<file path="src/rtl/regression_sample_feeder.sv">
// regression_sample_feeder: buffers (x,y) pairs and replays them as a primed En burst; SAMPLE_REPLAY_EN keeps the buffer after DONE
module regression_sample_feeder #(
   parameter int DW        = 8,
   parameter int DEPTH     = 16,
   parameter int FLUSH_CYC = 2
)(
   input  logic                     clk,
   input  logic                     rst,
   input  logic                     wr_en,
   input  logic [DW-1:0]            x_in,
   input  logic [DW-1:0]            y_in,
   input  logic                     clr,
   input  logic                     start,
   output logic [DW-1:0]            x_out,
   output logic [DW-1:0]            y_out,
   output logic                     en_out,
   output logic                     busy,
   output logic                     full,
   output logic                     overflow,
   output logic [$clog2(DEPTH):0]   count,
   output logic                     done
);
   localparam int AW = $clog2(DEPTH);
   localparam int CW = AW + 1;
   localparam int FW = (FLUSH_CYC > 1) ? $clog2(FLUSH_CYC) : 1;

   typedef enum logic [2:0] {IDLE, PRIME, STREAM, FLUSH, DONE} state_t;

   state_t          r_state, w_next;
   logic [CW-1:0]   r_count, w_count;
   logic [AW-1:0]   r_rd_ptr, w_rd_ptr;
   logic [FW-1:0]   r_flush, w_flush;
   logic            r_overflow, w_overflow, r_full, w_wr;
   logic [DW-1:0]   r_xbuf [DEPTH];
   logic [DW-1:0]   r_ybuf [DEPTH];

   // next-state, buffer bookkeeping and pointer/flush counters
   always_comb begin
      w_next     = r_state;
      w_count    = r_count;
      w_rd_ptr   = r_rd_ptr;
      w_flush    = r_flush;
      w_overflow = r_overflow;
      w_wr       = 1'b0;
      case (r_state)
         IDLE: begin
            if (clr) begin
               w_count    = '0;
               w_overflow = 1'b0;
            end else if (wr_en) begin
               if (r_count == CW'(DEPTH)) w_overflow = 1'b1;
               else begin
                  w_wr    = 1'b1;
                  w_count = r_count + CW'(1);
               end
            end
            if (start && w_count != '0) w_next = PRIME;
         end
         PRIME: w_next = STREAM;
         STREAM: begin
            if ({1'b0, r_rd_ptr} == r_count - CW'(1)) begin
               w_next   = FLUSH;
               w_rd_ptr = '0;
               w_flush  = FW'(FLUSH_CYC - 1);
            end else w_rd_ptr = r_rd_ptr + AW'(1);
         end
         FLUSH: begin
            if (r_flush == '0) w_next = DONE;
            else w_flush = r_flush - FW'(1);
         end
         DONE: begin
            w_next = IDLE;
`ifdef SAMPLE_REPLAY_EN
            w_count = r_count;
`else
            w_count = '0;
`endif
         end
         default: w_next = IDLE;
      endcase
   end

   // state, counters and registered outputs derived from the current state
   always_ff @(posedge clk or posedge rst) begin
      if (rst) begin
         r_state    <= IDLE;
         r_count    <= '0;
         r_rd_ptr   <= '0;
         r_flush    <= '0;
         r_overflow <= 1'b0;
         r_full     <= 1'b0;
         x_out      <= '0;
         y_out      <= '0;
         en_out     <= 1'b0;
         busy       <= 1'b0;
         done       <= 1'b0;
      end else begin
         r_state    <= w_next;
         r_count    <= w_count;
         r_rd_ptr   <= w_rd_ptr;
         r_flush    <= w_flush;
         r_overflow <= w_overflow;
         r_full     <= w_count == CW'(DEPTH);
         x_out      <= r_state == STREAM ? r_xbuf[r_rd_ptr] : '0;
         y_out      <= r_state == STREAM ? r_ybuf[r_rd_ptr] : '0;
         en_out     <= r_state == PRIME || r_state == STREAM;
         busy       <= r_state != IDLE;
         done       <= r_state == DONE;
      end
   end

   // sample storage; contents are meaningless until written so no reset
   always_ff @(posedge clk) begin
      if (w_wr) begin
         r_xbuf[r_count[AW-1:0]] <= x_in;
         r_ybuf[r_count[AW-1:0]] <= y_in;
      end
   end

   assign count    = r_count;
   assign full     = r_full;
   assign overflow = r_overflow;
endmodule

</file>
<file path="config.mk">
export PLATFORM = sky130hd
export DESIGN_NAME = regression_sample_feeder
export DESIGN_NICKNAME = d
export VERILOG_FILES = /design/src/rtl/regression_sample_feeder.sv
export SDC_FILE = /design/constraint.sdc
export NUM_CORES = 1
export LEC_CHECK = 0
export BUFFER_PORTS_ARGS = -buffer_cell sky130_fd_sc_hd__buf_2
export CORE_ASPECT_RATIO = 0.7
export CORE_MARGIN = 4
export CORE_UTILIZATION = 59
export DETAILED_ROUTE_END_ITERATION = 8
export PLACE_DENSITY = 0.77
export SLEW_MARGIN = 20
export SYNTH_ARGS = -nofsm -noshare
export SYNTH_HDL_FRONTEND = slang
export SYNTH_SLANG_ARGS = --single-unit
</file>
<file path="constraint.sdc">
create_clock -name clk -period 4.63 [get_ports clk]
set_clock_uncertainty 0.2 [all_clocks]
set_input_delay 0.926 -clock clk [delete_from_list [all_inputs] [get_ports clk]]
set_output_delay 0.926 -clock clk [all_outputs]
set_load 0.01 [all_outputs]
</file>
## Word-level counts from Yosys, hierarchy flattened

Memory sizes are Yosys's and may differ from the RTL's.
Index checks and enable logic that the tools add are counted.

- Register bits: 34
- Memory bits (writable): 256
- Input port bits: 21
- Output and inout port bits: 26
- Word-level logic and storage cells: 62
- Memories: 2

Memories:

| name | depth | bits a word | read ports | clocked after Yosys merged registers in | wr ports | line | RTL |
|---|---|---|---|---|---|---|---|
| r_xbuf | 16 | 8 | 1 | 0 | 1 | 34 | `logic [DW-1:0] r_xbuf [DEPTH];` |
| r_ybuf | 16 | 8 | 1 | 0 | 1 | 35 | `logic [DW-1:0] r_ybuf [DEPTH];` |

- Add/subtract/negate cells: 4
- Eq/ne operators: 10
- Muxes and demuxes: 24
- Reductions and logical operators: 11

Operator list:

| cell | number |
|---|---|
| 5-bit 2-to-1 mux | 4 |
| 8-bit 2-to-1 mux | 2 |
| 3-bit one-hot mux with 4 select lines | 1 |
| 1-bit 2-to-1 mux | 11 |
| 5-bit equality test, second input constant | 2 |
| 5-bit one-hot mux with 2 select lines | 1 |
| 3-bit 2-to-1 mux | 3 |
| 3-bit by 2-bit equality test with 1-bit output, second input constant | 2 |
| 2-bit inequality test, second input constant | 3 |
| 3-bit AND reduction | 2 |
| 2-bit nonzero test | 3 |
| 5-bit by 1-bit adder with 5-bit output, second input constant | 1 |
| 4-bit by 5-bit equality test with 1-bit output | 1 |
| 5-bit nonzero test | 1 |
| 5-bit by 1-bit subtractor with 5-bit output, second input constant | 1 |
| 4-bit by 1-bit adder with 4-bit output, second input constant | 1 |
| 4-bit 2-to-1 mux | 1 |
| 3-bit by 1-bit equality test with 1-bit output, second input constant | 1 |
| 3-bit equality test, second input constant | 1 |
| 3-bit logical NOT | 1 |
| 3-bit nonzero test | 1 |
| 1-bit one-hot mux with 2 select lines | 1 |
| 2-bit AND reduction | 1 |
| 1-bit logical AND | 1 |
| other kinds (2) | 2 |

## Longest topological paths before layout

Gate-level depths: netlist of the first run.

- Depth after elaboration: 9
- Gate-level depth with buffers: 8
- Mapped depth without buffers: 7

## Worst setup path before layout of the first run

Ideal clock, no wire load.

- Path kind: input to register
- From: input port clr
- To: memory r_xbuf[0][0], enable pin
- Library setup time: 0.430 ns
- Arrival: 3.091 ns
- Required time: 4.000 ns
- Setup slack: 0.908 ns
- Stages: 4
- Buffers on the path: 0
- Cell sequence: or2_1 nor3_4 nand2_1 nor4_1

- Word-level cells in the longest chain between the ends: 4

Ends and longest elaborated chain:

| what | line | RTL |
|---|---|---|
| from (decl) | 12 | `input logic clr,` |
| 1-bit 2-to-1 mux | 47 | `if (clr) begin` |
| 1-bit 2-to-1 mux | 45 | `case (r_state)` |
| 1-bit 2-to-1 mux | 114 | `if (w_wr) begin` |
| 1-bit 2-to-1 mux (not written as such) | 115 | `r_xbuf[r_count[AW-1:0]] <= x_in;` |
| to (decl) | 34 |  |

No other way between the ends.

## Final worst setup path of the first run

- From: register r_count[0], in the netlist count[0]
- To: memory r_ybuf[1][7], enable pin

- Word-level cells in the longest chain between the ends: 7

Ends and longest elaborated chain:

| what | line | RTL |
|---|---|---|
| from (decl) | 30 | `logic [CW-1:0] r_count, w_count;` |
| from (signal assigned) | 99 | `r_count <= w_count;` |
| 5-bit equality test | 51 | `if (r_count == CW'(DEPTH)) w_overflow = 1'b1;` |
| 1-bit 2-to-1 mux | 51 |  |
| 1-bit 2-to-1 mux | 50 | `end else if (wr_en) begin` |
| 1-bit 2-to-1 mux | 47 |  |
| 1-bit 2-to-1 mux | 45 |  |
| 1-bit 2-to-1 mux | 114 |  |
| 1-bit 2-to-1 mux (not written as such) | 116 | `r_ybuf[r_count[AW-1:0]] <= y_in;` |
| to (decl) | 35 |  |

Several ways; a longest one is shown, not always the timed one.

==> results.tsv, run 1 <==
stage	metric	value	unit
die	num rows	42	
cells_and_area	Layout Nets	639	
clock_tree	Clock Latency Late Sink	520	ps
cells_and_area	register area	8540	um^2
timing	setup TNS	0	ps
route	Routed WL per cell	25.4	um
timing	Achievable Freq	0.331	GHz
power_and_ir_drop	P_leak	4.47	nW
route	Via density	6.19	
hold_path	Hold Crit Class	primary input to async pin	
clock_tree	CTS HTree Levels	1	
timing	worst slew pin tran	1070	ps
timing	Fin Hold WS	245	ps
synth	synth warn	0	
worst_setup_path	CP cell instances	inv_1, ha_1, and4bb_2, nor4_2, and2_1	
global_routing	first-pass GRT wire length	35100	um
cells_and_area	area of the multi-input gates	2670	um^2
clock_tree	CTS tree	built	
synth	Post-Syn Nets	585	
synth	Unique masters post-synth	54	
worst_setup_path	critical path class	flop to flop	
synth	Post-Syn Area	11400	um^2
timing	Slew headroom	0.286	
route	Pre-Repair DR Iteration Count	5	
clock_tree	# Post-CTS Setup Buffers	0	
synth	EDFF count, synth	256	
cells_and_area	Fill cells	1216	
worst_setup_path	Worst R2R Path Depth	5	
synth	post-synthesis sequential area ratio	0.748	
power_and_ir_drop	Power, Total	0.00695	W
worst_setup_path	CP Capture Type	flop	
timing	Slew Limit Fails	0	
route	initial DRC count	661	
clock_tree	clock tree buffer depth	3	
worst_setup_path	critical path arrival	2960	ps
worst_setup_path	CP endpoint	r_ybuf[1][7]$_DFFE_PP_	
global_routing	largest net degree at the start of global routing	40	
timing	crit path time final	3020	ps
worst_setup_path	R2R Path End	r_ybuf[1][7]$_DFFE_PP_	
worst_setup_path	RR Startpoint	count[0]$_DFF_PP0_	
die	Initial Util	0.602	
worst_setup_path	Crit Path Max Fanout	16	
timing	setup violators final	0	
worst_setup_path	CP bufs+invs	1	
die	Die Ht	124	um
global_routing	gr ovfl total	0	
die	Core Region	19000	um^2
job	MaxCap Viol Count	0	
worst_setup_path	CP max stage cell	and2_1	
worst_setup_path	r2r setup slk	1610	ps
die	io pins	47	
worst_setup_path	Worst path max stage delay	780	ps
power_and_ir_drop	Power Density	547	nW/um^2
cells_and_area	leading cell types in the layout, fill and taps excluded	edfxtp_1, mux4_2, buf_2	
place	# port buffers	46	
worst_setup_path	Startpoint Class	flop	
synth	Top FF cell, synth	edfxtp_1	
synth	Synth Instances	558	
clock_tree	clk slew on worst S/H paths	70	ps
clock_tree	clk root buf	clkbuf_16	
clock_tree	CTS Hold Buffers Added	0	
clock_tree	CTS buffer count	26	
die	die width	174	um
synth	Synth Register Bits	290	
clock_tree	Resized cells post-CTS	0	
clock_tree	clock sink count	290	
power_and_ir_drop	Max VDD drop	267	uV
cells_and_area	area grow syn2layout	11.3	%
worst_setup_path	Worst Path Required	4570	ps
route	post-route ant nets	0	
worst_setup_path	Crit path max-delay family	simple AND/OR/NAND/NOR gates	
route	DRC violations left	0	
synth	post-synthesis async set-or-reset flop share	0.117	
route	total number of vias	5541	
status	status	finished, final reports clean	
global_routing	number of antenna violations at the first check in global routing	0	
synth	Syn Area/Cell	20.5	um^2
cells_and_area	antenna cells	0	
cells_and_area	most common cell after layout, fill and taps aside	edfxtp_1	
die	die area	21700	um^2
cells_and_area	share of layout cells above drive strength 1	0.284	
timing	period utilization	0.653	
worst_setup_path	crit path from	count[0]$_DFF_PP0_	
timing	final hold violation count	0	
worst_setup_path	WP depth	5	
cells_and_area	final core occ	0.670	
place	post-detail-place hpwl	14300	um
global_routing	GRT Resource Usage Total	0.214	
global_routing	number of global-route vias before repair	5737	
route	Post-Route WL	22800	um
place	final weighted congestion in routability-driven placement	0.850	
timing	RSZ-0062 raised after global routing	no	
per-layer routing:
layer	vias up	global-route usage	part of all wire
met2	248	0.316	0.47
li1	2382	-	-
met3	24	0.0449	0.083
met1	2887	0.339	0.43
met4	0	0.0409	0.013
met5	-	0	0
how the worst min path moves through the flow:
| stage | startpoint | to | slack, ps | cells past startpoint |
|---|---|---|---|---|
| global placement | r_flush$_DFFE_PP0P_ | r_state[2]$_DFFE_PP0P_ | 280 | 1 |
| finish | rst | x_out[6]$_DFF_PP0_ | 250 | 2 |
| floorplan | r_flush$_DFFE_PP0P_ | r_state[2]$_DFFE_PP0P_ | 250 | 1 |
| detailed placement | r_flush$_DFFE_PP0P_ | r_state[2]$_DFFE_PP0P_ | 310 | 1 |
| global route | rst | x_out[2]$_DFF_PP0_ | 270 | 2 |
| CTS | rst | x_out[2]$_DFF_PP0_ | 240 | 2 |
power by group:
group | switching, W | leakage [nW] | internal [W]
registers | 0.000266 | 2.74 | 0.00298
logic | 0.000851 | 1.33 | 0.000815
clock network | 0.000873 | 0.400 | 0.00117
total | 0.00199 | 4.47 | 0.00496
cells in the mapped netlist (2+ instances only):
master,count,share of area
clkbuf_4,2,0.0013
clkbuf_1,2,0.00066
nor3b_1,2,0.0013
a32o_1,2,0.0018
xor2_1,4,0.0031
o22ai_1,16,0.0088
buf_4,4,0.0026
edfxtp_1,256,0.67
inv_1,7,0.0023
a31oi_1,3,0.0016
and2_1,5,0.0027
o21ai_0,7,0.0031
ha_1,6,0.0066
mux4_1,2,0.0046
a21oi_1,5,0.0022
nand2_1,18,0.0059
mux2_2,2,0.0020
buf_2,16,0.0070
buf_1,3,0.00099
and3_1,4,0.0022
nand3_1,6,0.0026
nor3_1,9,0.0039
nor2_1,12,0.0039
nand2b_1,4,0.0022
mux2i_1,32,0.028
buf_12,2,0.0035
dfrtp_1,34,0.075
mux4_2,62,0.12
xnor2_1,4,0.0031
nand4_1,3,0.0016
sequential cells by signal, indices dropped and copies added, names as in the netlist:
signal	flops
overflow	1
done	1
r_state	3
y_out	8
count	5
busy	1
r_flush	1
r_xbuf	128
x_out	8
r_rd_ptr	4
r_ybuf	128
full	1
en_out	1
final cells by class:
class,instances,area share
Multi-Input combinational cell,230,0.210
Clock inverter,10,0.00611
Tap cell,264,0.0260
Timing Repair Buffer,57,0.0246
Sequential cell,290,0.672
Inverter,7,0.00207
Clock buffer,37,0.0585
worst register-to-register path, cell delays in order, from the launching register on:
cell and delay [ps]:
dfrtp_1 560, inv_1 180, ha_1 300, and4bb_2 310
nor4_2 300, and2_1 780
cells by family after synthesis:
kind of cell / synth area share
buf+inv: 0.0207
flops: 0.748
simple gates: 0.0373
mux: 0.157
fa+ha+maj: 0.00658
xor+xnor: 0.00614
compound gates: 0.0241
metrics by stage:
step | std cells | setup WS [ps] | area, um^2
2_1_floorplan | 558 | 908 | 11400
3_3_place_gp | 848 | 1380 | 11900
3_5_place_dp | 848 | 1280 | 11900
4_1_cts | 895 | 1620 | 12700
5_1_grt | 895 | 1430 | 12700
6_report | 895 | 1610 | 12700
No activity file was read; power rests on OpenSTA's default activity.
==> run 2, diff against run 1 <==
- clock period: 4.63 -> 3.14 ns (I/O delays scaled with it)
==> results.tsv, run 2 (synthesized netlist as in run 1, its figures left out) <==
stage	metric	value	unit	change
die	io pins	47		unchanged
global_routing	gr ovfl total	0		unchanged
cells_and_area	Layout Nets	653		was 639
cells_and_area	area of the multi-input gates	2680	um^2	was 2670 um^2
clock_tree	CTS HTree Levels	1		unchanged
clock_tree	Clock Latency Late Sink	530	ps	was 520 ps
worst_setup_path	Worst R2R Path Depth	6		was 5
cells_and_area	register area	8540	um^2	unchanged
cells_and_area	final core occ	0.681		was 0.670
clock_tree	# Post-CTS Setup Buffers	0		unchanged
cells_and_area	share of layout cells above drive strength 1	0.300		was 0.284
cells_and_area	area grow syn2layout	13.2	%	was 11.3%
worst_setup_path	CP max stage cell	dfrtp_1		was and2_1
worst_setup_path	R2R Path End	r_xbuf[3][7]$_DFFE_PP_		was r_ybuf[1][7]$_DFFE_PP_
power_and_ir_drop	P_leak	4.59	nW	was 4.47 nW
hold_path	Hold Crit Class	primary input to flop		was primary input to async pin
route	Pre-Repair DR Iteration Count	5		unchanged
global_routing	first-pass GRT wire length	37000	um	was 35100 um
timing	setup violators final	0		unchanged
clock_tree	clk slew on worst S/H paths	70	ps	about the same
worst_setup_path	r2r setup slk	580	ps	was 1610 ps
timing	worst slew pin tran	699	ps	was 1070 ps
place	post-detail-place hpwl	14800	um	was 14300 um
worst_setup_path	CP cell instances	inv_1, ha_1, and4bb_2, nor4_2, and2_1, buf_4		was inv_1, ha_1, and4bb_2, nor4_2, and2_1
worst_setup_path	Worst Path Required	3150	ps	was 4570 ps
route	Routed WL per cell	26.9	um	was 25.4 um
power_and_ir_drop	Power Density	824	nW/um^2	was 547 nW/um^2
power_and_ir_drop	Power, Total	0.0106	W	was 0.00695 W
route	post-route ant nets	0		unchanged
cells_and_area	antenna cells	0		unchanged
global_routing	largest net degree at the start of global routing	69		was 40
timing	final hold violation count	0		unchanged
power_and_ir_drop	Max VDD drop	562	uV	was 267 uV
timing	setup TNS	0	ps	unchanged
route	initial DRC count	600		was 661
timing	Slew Limit Fails	0		unchanged
worst_setup_path	Worst path max stage delay	580	ps	was 780 ps
timing	crit path time final	2560	ps	was 3020 ps
clock_tree	CTS Hold Buffers Added	1		was 0
global_routing	number of global-route vias before repair	5686		was 5737
clock_tree	clk root buf	clkbuf_16		unchanged
worst_setup_path	Startpoint Class	flop		unchanged
timing	Achievable Freq	0.391	GHz	was 0.331 GHz
cells_and_area	Fill cells	1168		was 1216
status	status	finished, final reports clean		unchanged
clock_tree	clock sink count	290		unchanged
worst_setup_path	crit path from	count[0]$_DFF_PP0_		unchanged
clock_tree	CTS tree	built		unchanged
die	num rows	42		unchanged
place	Area after DPL	12000	um^2	was 11900 um^2
timing	RSZ-0062 raised after global routing	no		unchanged
clock_tree	CTS buffer count	26		unchanged
route	Post-Route WL	24500	um	was 22800 um
worst_setup_path	critical path class	flop to flop		unchanged
worst_setup_path	WP depth	6		was 5
cells_and_area	most common cell after layout, fill and taps aside	edfxtp_1		unchanged
route	Via density	6.13		was 6.19
worst_setup_path	CP endpoint	r_xbuf[3][7]$_DFFE_PP_		was r_ybuf[1][7]$_DFFE_PP_
place	# port buffers	46		unchanged
die	die area	21700	um^2	unchanged
die	Initial Util	0.602		unchanged
place	final weighted congestion in routability-driven placement	0.812		was 0.850
die	Die Ht	124	um	unchanged
global_routing	GRT Resource Usage Total	0.232		was 0.214
cells_and_area	Final Cell Area	12900	um^2	was 12700 um^2
job	MaxCap Viol Count	0		unchanged
route	DRC violations left	0		unchanged
worst_setup_path	critical path arrival	2570	ps	was 2960 ps
worst_setup_path	Crit Path Max Fanout	16		unchanged
clock_tree	clock tree buffer depth	3		unchanged
die	die width	174	um	unchanged
cells_and_area	leading cell types in the layout, fill and taps excluded	edfxtp_1, mux4_2, buf_2		unchanged
worst_setup_path	CP Capture Type	flop		unchanged
worst_setup_path	CP bufs+invs	2		was 1
timing	Slew headroom	0.534		was 0.286
worst_setup_path	RR Startpoint	count[0]$_DFF_PP0_		unchanged
route	total number of vias	5575		was 5541
die	Core Region	19000	um^2	unchanged
global_routing	number of antenna violations at the first check in global routing	0		unchanged
worst_setup_path	Crit path max-delay family	simple AND/OR/NAND/NOR gates		unchanged
clock_tree	Resized cells post-CTS	0		unchanged
timing	period utilization	0.815		was 0.653
[run 2: final cells by class]
class | count | area share
Tap cell | 264 | 0.0256
Inverter | 7 | 0.00203
Timing Repair Buffer | 71 | 0.0354
Clock inverter | 14 | 0.0140
Multi-Input combinational cell | 230 | 0.207
Sequential cell | 290 | 0.661
Clock buffer | 34 | 0.0542
[run 2: metrics by stage]
step                      setup WS, ps  hold slack, ps  instances
final                              580             122        910
after floorplan                   21.3             248        558
after CTS                          597            96.3        910
after detailed placement           491             318        861
after global routing               442             110        910
after global placement             568             301        861
[run 2: worst min-delay path by stage]
stage                              from  depth (start not counted)                endpoint  slack [ps]
floorplan           r_flush$_DFFE_PP0P_                          1  r_state[2]$_DFFE_PP0P_         250
global placement    r_flush$_DFFE_PP0P_                          1  r_state[2]$_DFFE_PP0P_         300
detailed placement  r_flush$_DFFE_PP0P_                          1  r_state[2]$_DFFE_PP0P_         320
CTS                                 clr                          2    overflow$_DFFE_PP0P_         100
global route                        clr                          2    overflow$_DFFE_PP0P_         110
finish                              clr                          2    overflow$_DFFE_PP0P_         120
[run 2: report_power, final]
group / total (W) / leakage (nW) / switching (W) / internal [W]
registers: 0.00466 / 2.74 / 0.000268 / 0.00439
logic: 0.00273 / 1.42 / 0.00147 / 0.00126
clock network: 0.00326 / 0.432 / 0.00135 / 0.00191
total: 0.0106 / 4.59 / 0.00309 / 0.00756
[run 2: per-layer routing]
layer | share of wire | track usage
met2 | 0.49 | 0.366
met3 | 0.078 | 0.0498
met1 | 0.41 | 0.338
met5 | 0 | 0
met4 | 0.024 | 0.0572
==> run 3, diff against run 2 <==
- ABC_AREA: not set -> 1
- clock period: 3.14 -> 2.64 ns (I/O delays scaled with it)
==> results.tsv, run 3 <==
stage	metric	value	unit	change
synth	Syn Area/Cell	13.1	um^2	was 20.5 um^2
cells_and_area	area grow syn2layout	14.6	%	was 13.2%
synth	area share of the leading cell type in the synthesized netlist	0.667		was 0.674
cells_and_area	Fill cells	1286		was 1168
hold_path	Hold Crit Class	primary input to flop		unchanged
route	met3 wire len	2700	um	was 1910 um
synth	top post-synthesis cells by area	edfxtp_1, dfrtp_1, nor2_1		was edfxtp_1, mux4_2, dfrtp_1
timing	crit path time final	2500	ps	was 2560 ps
synth	Synth Register Bits	290		unchanged
clock_tree	clock tree buffer depth	3		unchanged
synth	count leader, synth	edfxtp_1		unchanged
power_and_ir_drop	Max VDD drop	596	uV	was 562 uV
synth	synth warn	0		unchanged
cells_and_area	leading cell types in the layout, fill and taps excluded	edfxtp_1, nor2_1, o21ai_0		was edfxtp_1, mux4_2, buf_2
place	# port buffers	46		unchanged
synth	Top FF cell, synth	edfxtp_1		unchanged
synth	Unique masters post-synth	31		was 54
synth	Post-Syn Nets	904		was 585
worst_setup_path	Crit Path Max Fanout	10		was 16
power_and_ir_drop	clock share of power	0.270		was 0.306
clock_tree	clk slew on worst S/H paths	60	ps	was 70 ps
route	Post-Route WL	27300	um	was 24500 um
global_routing	gr ovfl total	0		unchanged
route	highest metal used	met4		unchanged
cells_and_area	antenna cells	0		unchanged
synth	most frequent cells after synthesis	edfxtp_1, nor2_1, o21ai_0		was edfxtp_1, mux4_2, dfrtp_1
power_and_ir_drop	sw power	0.00500	W	was 0.00309 W
worst_setup_path	CP Capture Type	flop		unchanged
power_and_ir_drop	P_int	0.00894	W	was 0.00756 W
hold_path	hold wc startpoint	clr		unchanged
timing	Fin Hold WS	118	ps	was 122 ps
route	initial DRC count	1058		was 600
die	Die Ht	125	um	was 124 um
clock_tree	CTS HTree Levels	1		unchanged
timing	setup violators final	0		unchanged
clock_tree	CTS buffer count	27		was 26
clock_tree	clk root buf	clkbuf_16		unchanged
route	Via density	6.14		was 6.13
global_routing	number of antenna violations at the first check in global routing	0		unchanged
power_and_ir_drop	Reg power frac	0.393		was 0.438
timing	RSZ-0062 raised after global routing	no		unchanged
worst_setup_path	critical path arrival	2540	ps	was 2570 ps
worst_setup_path	R2R Path End	r_xbuf[13][5]$_DFFE_PP_		was r_xbuf[3][7]$_DFFE_PP_
synth	Yosys top cell by area	edfxtp_1		unchanged
timing	final hold violation count	0		unchanged
job	MaxCap Viol Count	0		unchanged
power_and_ir_drop	Sw Ratio	0.359		was 0.290
die	Core Region	19000	um^2	about the same
timing	period utilization	0.947		was 0.815
hold_path	Hold Crit Endpoint	overflow$_DFFE_PP0P_		unchanged
worst_setup_path	Worst R2R Path Depth	10		was 6
worst_setup_path	Startpoint Class	flop		unchanged
synth	post-synthesis sequential area ratio	0.741		was 0.748
timing	Achievable Freq	0.400	GHz	was 0.391 GHz
route	Pre-Repair DR Iteration Count	5		unchanged
route	met1 wire length	12100	um	was 9970 um
clock_tree	clock sink count	290		unchanged
status	status	finished, final reports clean		unchanged
die	die area	21900	um^2	was 21700 um^2
synth	EDFF count, synth	256		unchanged
die	Initial Util	0.606		was 0.602
hold_path	Hold Path Cell Cnt	2		unchanged
cells_and_area	Layout Nets	964		was 653
place	final weighted congestion in routability-driven placement	0.914		was 0.812
synth	Synth Instances	877		was 558
worst_setup_path	RR Startpoint	count[1]$_DFF_PP0_		was count[0]$_DFF_PP0_
route	DRC violations left	0		unchanged
global_routing	number of global-route vias before repair	7067		was 5686
power_and_ir_drop	P_leak	4.55	nW	was 4.59 nW
power_and_ir_drop	combinational fraction of design power	0.338		was 0.257
synth	Post-Syn Area	11500	um^2	was 11400 um^2
place	post-detail-place hpwl	16800	um	was 14800 um
die	num rows	42		unchanged
cells_and_area	Finished Layout Cells	1221		was 910
route	Routed WL per cell	22.3	um	was 26.9 um
die	die width	175	um	was 174 um
route	post-route ant nets	0		unchanged
worst_setup_path	critical path class	flop to flop		unchanged
cells_and_area	share of layout cells above drive strength 1	0.161		was 0.300
clock_tree	Clock Latency Late Sink	530	ps	about the same
timing	worst slew pin tran	550	ps	was 699 ps
die	io pins	47		unchanged
cells_and_area	most common cell after layout, fill and taps aside	edfxtp_1		unchanged
worst_setup_path	r2r setup slk	140	ps	was 580 ps
route	total number of vias	7498		was 5575
place	dpl cells	1171		was 861
clock_tree	CTS tree	built		unchanged
global_routing	first-pass GRT wire length	41900	um	was 37000 um
worst_setup_path	Worst Path Required	2680	ps	was 3150 ps
synth	post-synthesis async set-or-reset flop share	0.117		unchanged
power_and_ir_drop	Power Density	1060	nW/um^2	was 824 nW/um^2
timing	Slew headroom	0.633		was 0.534
timing	Slew Limit Fails	0		unchanged
global_routing	GRT Resource Usage Total	0.248		was 0.232
route	WL met2	11800	um	was 12000 um
global_routing	largest net degree at the start of global routing	83		was 69
[run 3: cell count changes in the layout (fill, tap and decap cells not counted), sizes merged, moves of 15 or more]
cell / previous run / this run
a21oi: 5 / 20
buf: 70 / 86
inv: 7 / 27
mux2i: 32 / 0
mux4: 64 / 0
nand2: 18 / 42
nor2: 14 / 174
o211ai: 0 / 38
o21ai: 8 / 133
o221ai: 0 / 26
[run 3: cell families (layout without fill, tap and decap cells)]
kind of cell	Yosys count	count (layout)	share of synthesized area
xor gates and xnor gates	5	5	0.00380
DFF	290	290	0.741
buffers and inverters	84	164	0.0340
and+or+nand+nor	244	244	0.0869
AOI/OAI and AO/OA	248	248	0.128
adders and majority gates	6	6	0.00651
[run 3: power by group through the flow]
stage | clock (W) | combinational [W] | sequential [W]
after floorplan | 0 | 0.00307 | 0.00555
after CTS | 0.00380 | 0.00466 | 0.00547
after global routing | 0.00401 | 0.00515 | 0.00550
after global placement | 0 | 0.00452 | 0.00556
after detailed placement | 0 | 0.00462 | 0.00556
final | 0.00376 | 0.00470 | 0.00547
[run 3: worst max-delay path by stage]
stage,startpoint,to,cells past startpoint
5_1_grt,count[1]$_DFF_PP0_,r_ybuf[13][5]$_DFFE_PP_,10
3_3_place_gp,count[1]$_DFF_PP0_,r_xbuf[12][5]$_DFFE_PP_,10
6_report,count[1]$_DFF_PP0_,r_xbuf[13][5]$_DFFE_PP_,10
2_1_floorplan,count[0]$_DFF_PP0_,r_xbuf[0][0]$_DFFE_PP_,9
3_5_place_dp,count[1]$_DFF_PP0_,r_xbuf[14][6]$_DFFE_PP_,10
4_1_cts,count[1]$_DFF_PP0_,r_xbuf[14][6]$_DFFE_PP_,10
[run 3: what timing repair did]
action                                 4_1_cts  5_1_grt
setup endpoints to repair                    0       82
resized for setup                            0        1
setup buffers                                0        0
endpoints found under the hold margin       34        0
hold buffers                                 1        0
[run 3: layer usage]
| metal | up-vias | GRT usage |
|---|---|---|
| met1 | 3648 | 0.395 |
| met5 | - | 0 |
| met3 | 59 | 0.0516 |
| li1 | 3366 | - |
| met2 | 425 | 0.349 |
| met4 | 0 | 0.0757 |
[run 3: critical path, stage by stage, from the launching register on]
cell	delay (ps)
dfrtp_1	450
inv_1	120
ha_1	210
nand2_1	60
inv_1	50
nand2_1	70
nand2_1	140
nor3_4	240
nand2_1	230
nor2_2	190
buf_4	230
[run 3: final cells by class]
class	instances	area (um^2)	area share
clock buffer	37	743	0.0563
clock inverter	12	111	0.00843
inverter	28	106	0.00806
multi-input combinational	503	2650	0.201
sequential	290	8540	0.647
tap	264	330	0.0250
timing repair buffer	87	716	0.0542
[run 3: metrics by stage]
| stage | setup TNS [ps] | instance area (um^2) | utilization | worst slack, ps | power, W |
|---|---|---|---|---|---|
| 2_1_floorplan | -15520 | 11500 | - | -69.7 | 0.00862 |
| 3_3_place_gp | 0 | 12300 | 0.648 | 229 | 0.0101 |
| 3_5_place_dp | 0 | 12300 | 0.648 | 161 | 0.0102 |
| 4_1_cts | 0 | 13200 | 0.694 | 82.1 | 0.0139 |
| 5_1_grt | 0 | 13200 | 0.694 | 25.8 | 0.0147 |
| 6_report | 0 | 13200 | 0.694 | 139 | 0.0139 |
